### config.mk
export PLATFORM = sky130hd
export DESIGN_NAME = btn_hold_detect
export DESIGN_NICKNAME = d
export VERILOG_FILES = /design/src/rtl/btn_hold_detect.sv
export SDC_FILE = /design/constraint.sdc
export NUM_CORES = 1
export LEC_CHECK = 0
export CAP_MARGIN = 10
export CORE_MARGIN = 5
export CORE_UTILIZATION = 59
export CTS_CLUSTER_DIAMETER = 30
export CTS_CLUSTER_SIZE = 25
export DETAILED_ROUTE_END_ITERATION = 10
export PLACE_DENSITY = 0.76
export SLEW_MARGIN = 10
export SYNTH_ARGS = -nofsm -noshare
export SYNTH_HDL_FRONTEND = slang
export SYNTH_SLANG_ARGS = --single-unit
### constraint.sdc
create_clock -name clk -period 6.2 [get_ports clk]
set_input_delay 1.86 -clock clk [delete_from_list [all_inputs] [get_ports clk]]
set_output_delay 1.86 -clock clk [all_outputs]
set_load 0.01 [all_outputs]
### src/rtl/btn_hold_detect.sv
`default_nettype none
// ============================================================================
//  Module      : btn_hold_detect
//  Description : Conditioning stage for a raw push-button input. Synchronises
//                the pin, debounces press and release, measures how long the
//                press lasts and reports a clean level, one-cycle press /
//                release pulses and a long-hold indication.
//  Revision    : 1.0 - initial release
// ============================================================================
module btn_hold_detect #(
    parameter int DEBOUNCE_CYCLES = 2500000,
    parameter int HOLD_CYCLES     = 125000000,
    parameter int CNT_W           = 32
) (
    input  logic clk,
    input  logic reset_n,
    input  logic btn_in,
    output logic btn_level,
    output logic press_pulse,
    output logic release_pulse,
    output logic long_hold,
    output logic long_pulse
);

    // ------------------------------------------------------------------------
    // State encoding
    // ------------------------------------------------------------------------
    localparam logic [2:0] c_ST_IDLE         = 3'd0;
    localparam logic [2:0] c_ST_PRESS_WAIT   = 3'd1;
    localparam logic [2:0] c_ST_PRESSED      = 3'd2;
    localparam logic [2:0] c_ST_HELD         = 3'd3;
    localparam logic [2:0] c_ST_RELEASE_WAIT = 3'd4;

    // Counter terminal values. The hold counter stops one short of
    // HOLD_CYCLES because it is cleared on the press edge itself.
    localparam logic [CNT_W-1:0] c_DEB_LIMIT = CNT_W'(DEBOUNCE_CYCLES);
    localparam logic [CNT_W-1:0] c_HOLD_LAST = CNT_W'(HOLD_CYCLES - 1);
    localparam logic [CNT_W-1:0] c_CNT_ZERO  = {CNT_W{1'b0}};
    localparam logic [CNT_W-1:0] c_CNT_ONE   = {{(CNT_W-1){1'b0}}, 1'b1};

    // ------------------------------------------------------------------------
    // Registered state
    // ------------------------------------------------------------------------
    logic             r_sync1;
    logic             r_btn_s;
    logic [2:0]       r_state;
    logic             r_ret_held;     // RELEASE_WAIT returns to HELD when set
    logic [CNT_W-1:0] r_dcnt;
    logic [CNT_W-1:0] r_hcnt;
    logic             r_btn_level;
    logic             r_long_hold;
    logic             r_press_pulse;
    logic             r_release_pulse;
    logic             r_long_pulse;

    // ------------------------------------------------------------------------
    // Next-state values
    // ------------------------------------------------------------------------
    logic [2:0]       w_state_nxt;
    logic             w_ret_held_nxt;
    logic [CNT_W-1:0] w_dcnt_nxt;
    logic [CNT_W-1:0] w_hcnt_nxt;
    logic             w_level_nxt;
    logic             w_long_nxt;
    logic             w_press_nxt;
    logic             w_release_nxt;
    logic             w_longp_nxt;

    logic             w_deb_done;
    logic             w_hold_done;

    assign w_deb_done  = (r_dcnt == c_DEB_LIMIT);
    assign w_hold_done = (r_hcnt == c_HOLD_LAST);

    // Two-flop synchroniser for the asynchronous button pin.
    always_ff @(posedge clk or negedge reset_n) begin
        if (!reset_n) begin
            r_sync1 <= 1'b0;
            r_btn_s <= 1'b0;
        end else begin
            r_sync1 <= btn_in;
            r_btn_s <= r_sync1;
        end
    end

    // Debounce / hold-time FSM: computes every next value; pulses default low.
    always_comb begin
        w_state_nxt    = r_state;
        w_ret_held_nxt = r_ret_held;
        w_dcnt_nxt     = r_dcnt;
        w_hcnt_nxt     = r_hcnt;
        w_level_nxt    = r_btn_level;
        w_long_nxt     = r_long_hold;
        w_press_nxt    = 1'b0;
        w_release_nxt  = 1'b0;
        w_longp_nxt    = 1'b0;

        case (r_state)
            c_ST_IDLE: begin
                if (r_btn_s) begin
                    w_state_nxt = c_ST_PRESS_WAIT;
                    w_dcnt_nxt  = c_CNT_ONE;
                end
            end

            c_ST_PRESS_WAIT: begin
                if (!r_btn_s) begin
                    // Glitch shorter than the debounce window: drop it.
                    w_state_nxt = c_ST_IDLE;
                    w_dcnt_nxt  = c_CNT_ZERO;
                end else if (w_deb_done) begin
                    w_state_nxt = c_ST_PRESSED;
                    w_dcnt_nxt  = c_CNT_ZERO;
                    w_hcnt_nxt  = c_CNT_ZERO;
                    w_level_nxt = 1'b1;
                    w_press_nxt = 1'b1;
                end else begin
                    w_dcnt_nxt = r_dcnt + c_CNT_ONE;
                end
            end

            c_ST_PRESSED: begin
                // Hold timing runs independently of any release bounce.
                if (w_hold_done) begin
                    w_long_nxt  = 1'b1;
                    w_longp_nxt = 1'b1;
                end else begin
                    w_hcnt_nxt = r_hcnt + c_CNT_ONE;
                end

                if (!r_btn_s) begin
                    w_state_nxt    = c_ST_RELEASE_WAIT;
                    w_dcnt_nxt     = c_CNT_ONE;
                    w_ret_held_nxt = w_hold_done;
                end else if (w_hold_done) begin
                    w_state_nxt = c_ST_HELD;
                end
            end

            c_ST_HELD: begin
                if (!r_btn_s) begin
                    w_state_nxt    = c_ST_RELEASE_WAIT;
                    w_dcnt_nxt     = c_CNT_ONE;
                    w_ret_held_nxt = 1'b1;
                end
            end

            c_ST_RELEASE_WAIT: begin
                if (!r_btn_s && w_deb_done) begin
                    // Release accepted; it takes priority over a same-cycle
                    // long-hold promotion so pulses stay exclusive.
                    w_state_nxt    = c_ST_IDLE;
                    w_dcnt_nxt     = c_CNT_ZERO;
                    w_hcnt_nxt     = c_CNT_ZERO;
                    w_ret_held_nxt = 1'b0;
                    w_level_nxt    = 1'b0;
                    w_long_nxt     = 1'b0;
                    w_release_nxt  = 1'b1;
                end else begin
                    if (!r_ret_held) begin
                        if (w_hold_done) begin
                            w_long_nxt     = 1'b1;
                            w_longp_nxt    = 1'b1;
                            w_ret_held_nxt = 1'b1;
                        end else begin
                            w_hcnt_nxt = r_hcnt + c_CNT_ONE;
                        end
                    end

                    if (r_btn_s) begin
                        // Bounce rejected: resume where the press left off.
                        w_dcnt_nxt  = c_CNT_ZERO;
                        w_state_nxt = w_ret_held_nxt ? c_ST_HELD : c_ST_PRESSED;
                    end else begin
                        w_dcnt_nxt = r_dcnt + c_CNT_ONE;
                    end
                end
            end

            default: begin
                w_state_nxt    = c_ST_IDLE;
                w_ret_held_nxt = 1'b0;
                w_dcnt_nxt     = c_CNT_ZERO;
                w_hcnt_nxt     = c_CNT_ZERO;
                w_level_nxt    = 1'b0;
                w_long_nxt     = 1'b0;
            end
        endcase
    end

    // FSM state, counters and registered outputs.
    always_ff @(posedge clk or negedge reset_n) begin
        if (!reset_n) begin
            r_state         <= c_ST_IDLE;
            r_ret_held      <= 1'b0;
            r_dcnt          <= c_CNT_ZERO;
            r_hcnt          <= c_CNT_ZERO;
            r_btn_level     <= 1'b0;
            r_long_hold     <= 1'b0;
            r_press_pulse   <= 1'b0;
            r_release_pulse <= 1'b0;
            r_long_pulse    <= 1'b0;
        end else begin
            r_state         <= w_state_nxt;
            r_ret_held      <= w_ret_held_nxt;
            r_dcnt          <= w_dcnt_nxt;
            r_hcnt          <= w_hcnt_nxt;
            r_btn_level     <= w_level_nxt;
            r_long_hold     <= w_long_nxt;
            r_press_pulse   <= w_press_nxt;
            r_release_pulse <= w_release_nxt;
            r_long_pulse    <= w_longp_nxt;
        end
    end

    assign btn_level     = r_btn_level;
    assign press_pulse   = r_press_pulse;
    assign release_pulse = r_release_pulse;
    assign long_hold     = r_long_hold;
    assign long_pulse    = r_long_pulse;

endmodule
`default_nettype wire

==> metrics <==
CP max stage cell clkdlybuf4s50_1; unrepaired setup endpoints after global routing false; Req. time, crit path about 4300 ps; CTS Sinks 75; skew final 9.988 ps; Fillers roughly 550; Max Root-Sink Buffers 2; post-cts sizing count 0; Top FF cell, synth dfrtp_1; CTS Buf Count 9; number of vias per cell between 6 and 7; # hold bufs at CTS 0; largest net degree at the start of global routing between 70 and 80; synthesized area roughly 4200 sq um; Seq/Total Area, Yosys 44.60%; ratio of cells with drive above 1 in the final layout ~6.5%; max-cap violation count 0; Die Area 8921 sq um; Synth Warn # 0; placed insts 543; GPL Wtd Cong between 0.8 and 0.9; DRT Pass-1 Iters 4; Initial Util approximately three fifths; worst skew pair latency ~350 ps; setup TNS 0 ps; Mean Syn Cell Area just over 9 sq um; min Tclk post-route around 3200 ps; Die X 94.45 um; Rows 30; htree depth 3; non-filler cells, final 558; post-route ant nets 0; critical path endpoint category output pin; dpl hpwl 6050 um; final slew viol count 0; pwr/cell area between 200 and 250 nW/um^2; Core Util, Final 65.68%; Post-CTS Setup Bufs 0; initial antenna violation count 0; Yosys cell types 58; f_max roughly 320 MHz; I/O pin total 8; Critical path buffers and inverters 1; register bit total from synthesis 75; worst path arrival time about 1300 ps; first-pass GRT wire length about 16000 um; drt initial violations 220; number of global-route vias before repair 3300; Tot GR Track Use 22.00%; Net Count, Synth 466; asr flop ratio synth 100.0%; CTS tree yes; Die Ht around 94 um; CP top delay family buffers and inverters; EDFF count, synth 0; Root Buffer clkbuf_8; nets roughly 460; startpoint types register; Max-slew headroom 31.75%; Leak between 1.5 and 2 nW; CP cell instances clkdlybuf4s50_1; Fin. Hold Viols 0; status finished, final reports clean; PortBufs 7; final period utilization around half; grt total ovfl 0; peak supply drop about 0.2 mV; DR WL/cell approximately 16 um; number of remaining DRC errors 0; FF/Latch Area ~1900 sq um; Total Wirelength between 8000 and 9000 um; kind of critical path reg2out; via count 3409; Layout area overhead 7.226%; area of the multi-input gates 2200 sq um; Final Setup Violations 0; Worst Tran Pin Value roughly 1000 ps; CTS clk-pin slew, worst paths approximately 80 ps; Post-Syn Instances 460; Core Box Area 6869 sq um; # diodes 0; crit-path max FO 4; largest stage delay on the critical path about 560 ps; Min-Delay Path Class reg2reg
[worst paths after layout]
| kind | slack [ps] | cells past startpoint | end | startpoint |
|---|---|---|---|---|
| max | 3040 | 1 | btn_level | btn_level$_DFFE_PN0P_ |
| min | 360 | 0 | r_btn_s$_DFF_PN0_ | r_sync1$_DFF_PN0_ |
| max reg2reg | 3240 | 8 | r_hcnt[16]$_DFFE_PN0P_ | r_dcnt[0]$_DFFE_PN0P_ |
| min reg2reg | 360 | 0 | r_btn_s$_DFF_PN0_ | r_sync1$_DFF_PN0_ |
| max in group asynchronous | 3930 | 1 | r_hcnt[24]$_DFFE_PN0P_ | reset_n |
| min in group asynchronous | 1650 | 1 | r_dcnt[9]$_DFFE_PN0P_ | reset_n |
[report_power, final]
| part | total [mW] | internal, mW | switching (mW) |
|---|---|---|---|
| registers | 0.531 | 0.502 | 0.0283 |
| clock network | 0.369 | 0.193 | 0.176 |
| logic | 0.134 | 0.0443 | 0.0892 |
| total | 1.03 | 0.740 | 0.293 |
[cell usage in the layout (no fill, tap or decap), drive strengths merged, types with 3 or more instances in the layout]
master          n
nand2b          3
a21o            3
inv            11
and4            8
xnor2           9
nand3          18
and3           12
clkbuf         10
mux2i           4
buf             3
nand2          31
clkinv          4
nor3            9
nor4            9
o2111ai        10
and2            6
ha              3
o21ai          25
xor2           32
or3            19
o31ai           3
or4             4
nor2           61
nand4          20
clkdlybuf4s50   6
a21oi          25
nor4b           9
dfrtp          75
[per-layer routing]
metal / up-vias / wire length (um) / track usage, %
li1: 1669 / - / -
met1: 1669 / 4128 / 30.06
met2: 62 / 4356 / 35.82
met3: 9 / 366 / 3.187
met4: 0 / 84 / 7.692
met5: - / 0 / 0
[registers in the layout, indices dropped and copies added, names as in the netlist]
name,cells
release_pulse,1
press_pulse,1
r_ret_held,1
long_hold,1
r_dcnt,32
long_pulse,1
r_state,3
r_sync1,1
r_btn_s,1
r_hcnt,32
btn_level,1
[synthesized netlist by cell type, types with 2 or more instances]
master | instances | share of area (%)
o211ai_1 | 2 | 0.36
mux2i_1 | 4 | 0.95
nor4bb_1 | 2 | 0.48
nor3_1 | 8 | 0.95
o21ai_0 | 24 | 2.9
xor2_1 | 32 | 6.7
and2_1 | 5 | 0.74
a21oi_1 | 25 | 3.0
nand2b_1 | 3 | 0.45
nand4_1 | 19 | 2.8
a211oi_1 | 2 | 0.36
nand3_1 | 18 | 2.1
or3_1 | 19 | 2.8
and4_1 | 8 | 1.7
or4_1 | 4 | 0.71
nor4b_2 | 3 | 1.1
nor2b_1 | 2 | 0.30
dfrtp_1 | 75 | 45
nor4_1 | 8 | 1.2
nand2_1 | 31 | 2.8
o31ai_1 | 3 | 0.54
o2111ai_1 | 9 | 1.9
a21o_1 | 3 | 0.54
a21boi_0 | 2 | 0.36
and3_1 | 12 | 1.8
or2_2 | 2 | 0.30
buf_2 | 8 | 0.95
nor4b_1 | 6 | 1.2
nor2_1 | 61 | 5.4
clkbuf_1 | 12 | 1.1
xnor2_1 | 9 | 1.9
ha_1 | 3 | 0.89
inv_1 | 11 | 0.98
[area by class of cell]
class,instances,share of cell area [%]
Clock inverter,5,1.192
Inverter,11,0.9151
Timing Repair Buffer,9,1.830
Sequential cell,75,41.60
Multi-Input combinational cell,352,48.75
Tap cell,96,2.662
Clock buffer,10,3.050
[metrics by stage]
step	power [mW]	setup WS (ps)	area, sq um	hold WS (ps)
detailed placement	0.6723	3255	4320	341.8
finish	1.033	3039	4512	356.0
global placement	0.6661	3313	4320	333.3
global route	1.081	2888	4512	368.7
CTS	1.045	3023	4512	359.8
floorplan	0.6295	3936	4208	331.2
[worst reg2reg max path: cells and delay by family (launching register included)]
| family | cells | cell delay, ps |
|---|---|---|
| buffers and inverters | 1 | 130 |
| DFF | 1 | 430 |
| AOI/OAI and AO/OA | 2 | 940 |
| adders and majority gates | 1 | 170 |
| and+or+nand+nor | 4 | 1170 |
[cells by family after synthesis]
logic type      Yosys count  synth area share (%)
fa+ha+maj                 3                0.8922
buf+inv                  33                 3.271
xor+xnor                 41                 8.534
compound gates           86                 13.14
mux                       4                0.9516
flops                    75                 44.60
simple gates            218                 28.61
No activity file was read; power rests on OpenSTA's default activity.
